[src/rtl/qspi_slave_pkg.sv]
// rtl/qspi_slave_pkg.sv - shared constants and FSM state type for the QSPI slave byte engine
package qspi_slave_pkg;

  localparam int DEF_DWIDTH = 2;
  localparam int SLICES     = 8 / DEF_DWIDTH;
  localparam int CNT_W      = $clog2(SLICES);

  // ST_ARM: after reset, wait for QSS to be seen high before honouring a select
  typedef enum logic [1:0] {
    ST_ARM  = 2'd0,
    ST_IDLE = 2'd1,
    ST_SEL  = 2'd2
  } state_t;

endpackage

[src/rtl/qspi_sync_edge.sv]
// rtl/qspi_sync_edge.sv - 2-FF synchroniser with history register and rise/fall detect
module qspi_sync_edge (
  input  logic CLK,
  input  logic RST,
  input  logic d,
  output logic rise,
  output logic fall
);

  logic meta;
  logic sync;
  logic hist;

  always_ff @(posedge CLK) begin
    if (RST) begin
      meta <= 1'b0;
      sync <= 1'b0;
      hist <= 1'b0;
    end else begin
      meta <= d;
      sync <= meta;
      hist <= sync;
    end
  end

  assign rise = sync & ~hist;
  assign fall = ~sync & hist;

endmodule

[src/rtl/qspi_slave_rxtx.sv]
// rtl/qspi_slave_rxtx.sv - QSPI mode-0 slave byte engine: rx deserialiser and tx serialiser in the CLK domain
module qspi_slave_rxtx
  import qspi_slave_pkg::*;
#(
  parameter int DWIDTH = DEF_DWIDTH
) (
  input  logic              CLK,
  input  logic              RST,
  input  logic              QSS,
  input  logic              QCK,
  input  logic [DWIDTH-1:0] QD_IN,
  output logic [DWIDTH-1:0] QD_OUT,
  output logic [7:0]        rxdata,
  output logic              rxready,
  input  logic [7:0]        txdata,
  output logic              txready
);

  localparam int NSLICE = (DWIDTH == DEF_DWIDTH) ? SLICES : 8 / DWIDTH;
  localparam int NCNT_W = (DWIDTH == DEF_DWIDTH) ? CNT_W : $clog2(8 / DWIDTH);
  localparam logic [NCNT_W-1:0] CNT_LAST = NCNT_W'(NSLICE - 1);

  logic qss_rise, qss_fall, qck_rise, qck_fall;
  logic [DWIDTH-1:0] qd_meta, qd_sync;

  state_t state, state_next;
  logic [NCNT_W-1:0] cnt;
  logic [7:0] rxshift, txshift, rx_next;
  logic tx_load, tx_shift, tx_commit, rx_take, cnt_clr;

  qspi_sync_edge u_sync_qss (.CLK(CLK), .RST(RST), .d(QSS), .rise(qss_rise), .fall(qss_fall));
  qspi_sync_edge u_sync_qck (.CLK(CLK), .RST(RST), .d(QCK), .rise(qck_rise), .fall(qck_fall));

  // Data shares the two-stage delay of QCK so it is sampled on the detected rise
  always_ff @(posedge CLK) begin
    if (RST) begin
      qd_meta <= '0;
      qd_sync <= '0;
    end else begin
      qd_meta <= QD_IN;
      qd_sync <= qd_meta;
    end
  end

  always_ff @(posedge CLK) begin
    if (RST) state <= ST_ARM;
    else     state <= state_next;
  end

  always_comb begin
    state_next = state;
    tx_load    = 1'b0;
    tx_shift   = 1'b0;
    tx_commit  = 1'b0;
    rx_take    = 1'b0;
    cnt_clr    = 1'b0;
    unique case (state)
      ST_ARM: begin
        if (qss_rise) state_next = ST_IDLE;
      end
      ST_IDLE: begin
        tx_load = 1'b1;
        cnt_clr = 1'b1;
        if (qss_fall) begin
          state_next = ST_SEL;
          tx_commit  = 1'b1;
        end
      end
      ST_SEL: begin
        // Deselect wins over any QCK edge seen in the same cycle
        if (qss_rise) begin
          state_next = ST_IDLE;
          cnt_clr    = 1'b1;
        end else if (qck_rise) begin
          rx_take = 1'b1;
        end else if (qck_fall) begin
          if (cnt == '0) begin
            tx_load   = 1'b1;
            tx_commit = 1'b1;
          end else begin
            tx_shift = 1'b1;
          end
        end
      end
      default: state_next = ST_ARM;
    endcase
  end

  assign rx_next = {rxshift[7-DWIDTH:0], qd_sync};

  always_ff @(posedge CLK) begin
    if (RST) begin
      cnt     <= '0;
      rxshift <= '0;
      txshift <= '0;
      rxdata  <= '0;
      rxready <= 1'b0;
      txready <= 1'b0;
    end else begin
      rxready <= 1'b0;
      txready <= tx_commit;
      if (cnt_clr) begin
        cnt <= '0;
      end else if (rx_take) begin
        rxshift <= rx_next;
        if (cnt == CNT_LAST) begin
          cnt     <= '0;
          rxdata  <= rx_next;
          rxready <= 1'b1;
        end else begin
          cnt <= cnt + 1'b1;
        end
      end
      if (tx_load)       txshift <= txdata;
      else if (tx_shift) txshift <= txshift << DWIDTH;
    end
  end

  assign QD_OUT = txshift[7 -: DWIDTH];

endmodule

[config.mk]
export PLATFORM = sky130hd
export DESIGN_NAME = qspi_slave_rxtx
export DESIGN_NICKNAME = d
export VERILOG_FILES = /design/src/rtl/qspi_slave_pkg.sv /design/src/rtl/qspi_sync_edge.sv /design/src/rtl/qspi_slave_rxtx.sv
export SDC_FILE = /design/constraint.sdc
export NUM_CORES = 1
export LEC_CHECK = 0
export CAP_MARGIN = 20
export CORE_ASPECT_RATIO = 1.1
export CORE_UTILIZATION = 55
export DETAILED_ROUTE_END_ITERATION = 8
export GPL_TIMING_DRIVEN = 0
export HOLD_SLACK_MARGIN = 0.1
export PLACE_DENSITY = 0.78
export SLEW_MARGIN = 20
export SYNTH_ARGS = -nofsm -noshare
export SYNTH_HDL_FRONTEND = slang
export SYNTH_SLANG_ARGS = --single-unit
[constraint.sdc]
create_clock -name CLK -period 4.1 [get_ports CLK]
set_clock_uncertainty 0.05 [all_clocks]
set_input_delay 1.025 -clock CLK [delete_from_list [all_inputs] [get_ports CLK]]
set_output_delay 1.025 -clock CLK [all_outputs]
set_load 0.02 [all_outputs]
==> flow_summary_export.csv <==
group,metric,value,unit
clocking,path_clk_slew,110,ps
run_status,status,"complete, no violations",
logic_synthesis,synth_top_area_share,0.455,
power,leakagePower,0.811,nW
clocking,numCtsBuffers,5,
setup_path,rr_worst_depth,7,
logic_synthesis,synth_area_leader_cell,"dfxtp_1",
timing,finalCriticalPeriod,2450,ps
route,drt_wl_total,2830,um
logic_synthesis,synth_seq_cells,38,
clocking,cts_setup_buffers,0,
clocking,post_cts_resized,0,
finish,area_growth,20.4,%
place,gp_congestion,0.800,
finish,nNetsFinal,215,
setup_path,endpoint,"QD_OUT[1]",
timing,hold_viol_final,0,
power,ir_worst_vdd,0.294,mV
setup_path,required,3020,ps
setup_path,worstSetupStartpointType,"register",
logic_synthesis,synth-edff-count,0,
floorplanning,die_x,54.6,um
route,dr.pass1.iters,5,
flow_run,maxCapViolCount,0,
setup_path,reg2reg_from,"state[0]",
timing,clock.fmax,0.409,GHz
clocking,clockBufferDepth,2,
logic_synthesis,synth_area,0.00167,sq mm
floorplanning,chipHeight,59.8,um
power,power-per-cell-area,309,mW/mm^2
clocking,cts_max_level,2,
floorplanning,die-area,0.00327,sq mm
route,drtIter0Drc,13,
logic_synthesis,ys_types,32,
grt,grt_pass1_wl,4910,um
power,p_total,0.623,mW
setup_path,worstReg2RegEnd,"txshift[6]",
floorplanning,initial_core_util,0.592,
logic_synthesis,synthCells,163,
timing,slew_violations,0,
grt,grt.total_usage,0.215,
timing,finalSetupTns,0,ps
clocking,cts.sinks,38,
timing,fin_crit_sh,0.597,
route,avgRoutedWirePerCell,12.4,um
setup_path,crit_type,"reg -> out",
logic_synthesis,synth_nets,184,
finish,diodes,0,
clocking,cts-root-buf,"clkbuf_4",
grt,antenna_found_initial,0,
logic_synthesis,avgSynthCellArea,10.3,sq um
route,via_per_inst,5.22,
grt,grt_start_max_net_pins,12,
setup_path,regToRegSetupSlack,2090,ps
clocking,hold_buffers,0,
setup_path,setup.worst_path.end_class,"output port",
grt,grt_overflow,0,
logic_synthesis,synthArstFlopShare,0,
timing,rsz0062_at_grt,"no",
floorplanning,core,0.00283,sq mm
logic_synthesis,yosysSeqAreaShare,0.455,
logic_synthesis,synth_top_cells_by_area,"dfxtp_1 (45%), mux2i_1 (13%), nand2b_1 (6.4%)",
floorplanning,fp-row-count,20,
route,postRouteAntennaNets,0,
setup_path,worst_ep_arrival_time,1370,ps
setup_path,crit_fanout,2,
logic_synthesis,yosys_warnings,0,
route,drc,0,
grt,grt_pass1_vias,1167,
setup_path,startpoint,"txshift[7]",
worst_hold_path,hp-class,"reg -> reg",
place,io_buffers,24,
logic_synthesis,synthFlopType,"dfxtp_1",
timing,setup_violations,0,
finish,drive_above_1_share,0.108,
place,dp_hpwl,2050,um
timing,tightest_slew,522,ps
clocking,cts_tree,"built",
clocking,clk_latency,340,ps
route,via_count,1191,
floorplanning,ios,26,
timing,slew_headroom,0.652,
area by class of cell:
cell class | count | area (sq um)
multi-input cells | 110 | 831
fillers | 223 | 813
flip-flops and latches | 38 | 761
repair buffers | 24 | 240
plain buffers | 10 | 62.6
clock buffers | 7 | 55.1
well taps | 33 | 41.3
inverters | 5 | 18.8
clock inverters | 1 | 5.00
critical path: stages, from the launching register on:
cell,delay (ps)
dfxtp_1,340
buf_4,100
clkdlybuf4s50_1,590
metal layers:
metal	GRT usage	wire length, um	vias to the layer above	share of wire
met5	0	0	-	0
met2	0.358	1440	23	0.51
met4	0.0989	53	0	0.019
li1	-	-	607	-
met3	0.0763	98	8	0.035
met1	0.239	1240	553	0.44
state kept, by name, indices dropped and copies added (netlist names), 2 cells and up:
name	count
rxshift	6
cnt	2
rxdata	8
txshift	8
state	2
qd_meta	2
qd_sync	2
where the power goes:
part | internal, mW | switching [mW]
logic | 0.0233 | 0.0198
registers | 0.375 | 0.00325
clock network | 0.0831 | 0.119
total | 0.481 | 0.142
cell families (layout without fill, tap and decap cells):
family / count (synthesis) / count (layout) / share of synthesized area
simple gates: 64 / 64 / 0.228
flops: 38 / 38 / 0.455
mux: 21 / 21 / 0.126
compound gates: 18 / 18 / 0.0905
buf+inv: 15 / 47 / 0.0486
fa+ha+maj: 7 / 7 / 0.0524
worst min-delay path by stage:
stage          depth (start not counted)             from              end  slack [ps]
2_1_floorplan                          1       qd_meta[0]       qd_sync[0]         360
3_3_place_gp                           1       qd_meta[0]       qd_sync[0]         370
3_5_place_dp                           1  u_sync_qck.meta  u_sync_qck.sync         380
4_1_cts                                1  u_sync_qck.meta  u_sync_qck.sync         400
5_1_grt                                1       qd_meta[1]       qd_sync[1]         400
6_report                               1  u_sync_qck.meta  u_sync_qck.sync         390
layout by cell type, fill, tap and decap left out, types with 2 or more instances in the layout:
master            n
buf_2             2
nor2_1           15
nand2b_1         17
clkdlybuf4s50_1  24
nor3_1            2
a21oi_1           5
clkbuf_4          5
clkbuf_1          5
dfxtp_1          38
ha_1              7
nand2_1           5
mux2i_1          21
buf_4             2
a21o_1            2
inv_1             5
nand3_1           4
nor2b_1          12
a211oi_1          5
buf_6             2
Yosys cell counts, types with 2 or more instances:
library cell / instances
nand3_1: 4
dfxtp_1: 38
buf_6: 2
buf_2: 2
nor3_1: 2
a211oi_1: 5
ha_1: 7
nor2b_1: 12
a21o_1: 2
a21oi_1: 5
nand2b_1: 17
clkbuf_1: 4
nor2_1: 15
buf_4: 2
nand2_1: 5
mux2i_1: 21
inv_1: 5
metrics by stage:
| step | util | worst slack, ps | std cells | instance area (sq um) | hold WS, ps |
|---|---|---|---|---|---|
| 2_1_floorplan | - | 2170 | 163 | 1670 | 364 |
| 3_5_place_dp | 0.691 | 1820 | 220 | 1950 | 380 |
| 3_3_place_gp | 0.691 | 1850 | 220 | 1950 | 372 |
| 5_1_grt | 0.712 | 1590 | 228 | 2010 | 399 |
| 6_report | 0.712 | 1650 | 228 | 2010 | 392 |
| 4_1_cts | 0.712 | 1630 | 228 | 2010 | 398 |
No activity file was read; power rests on OpenSTA's default activity.
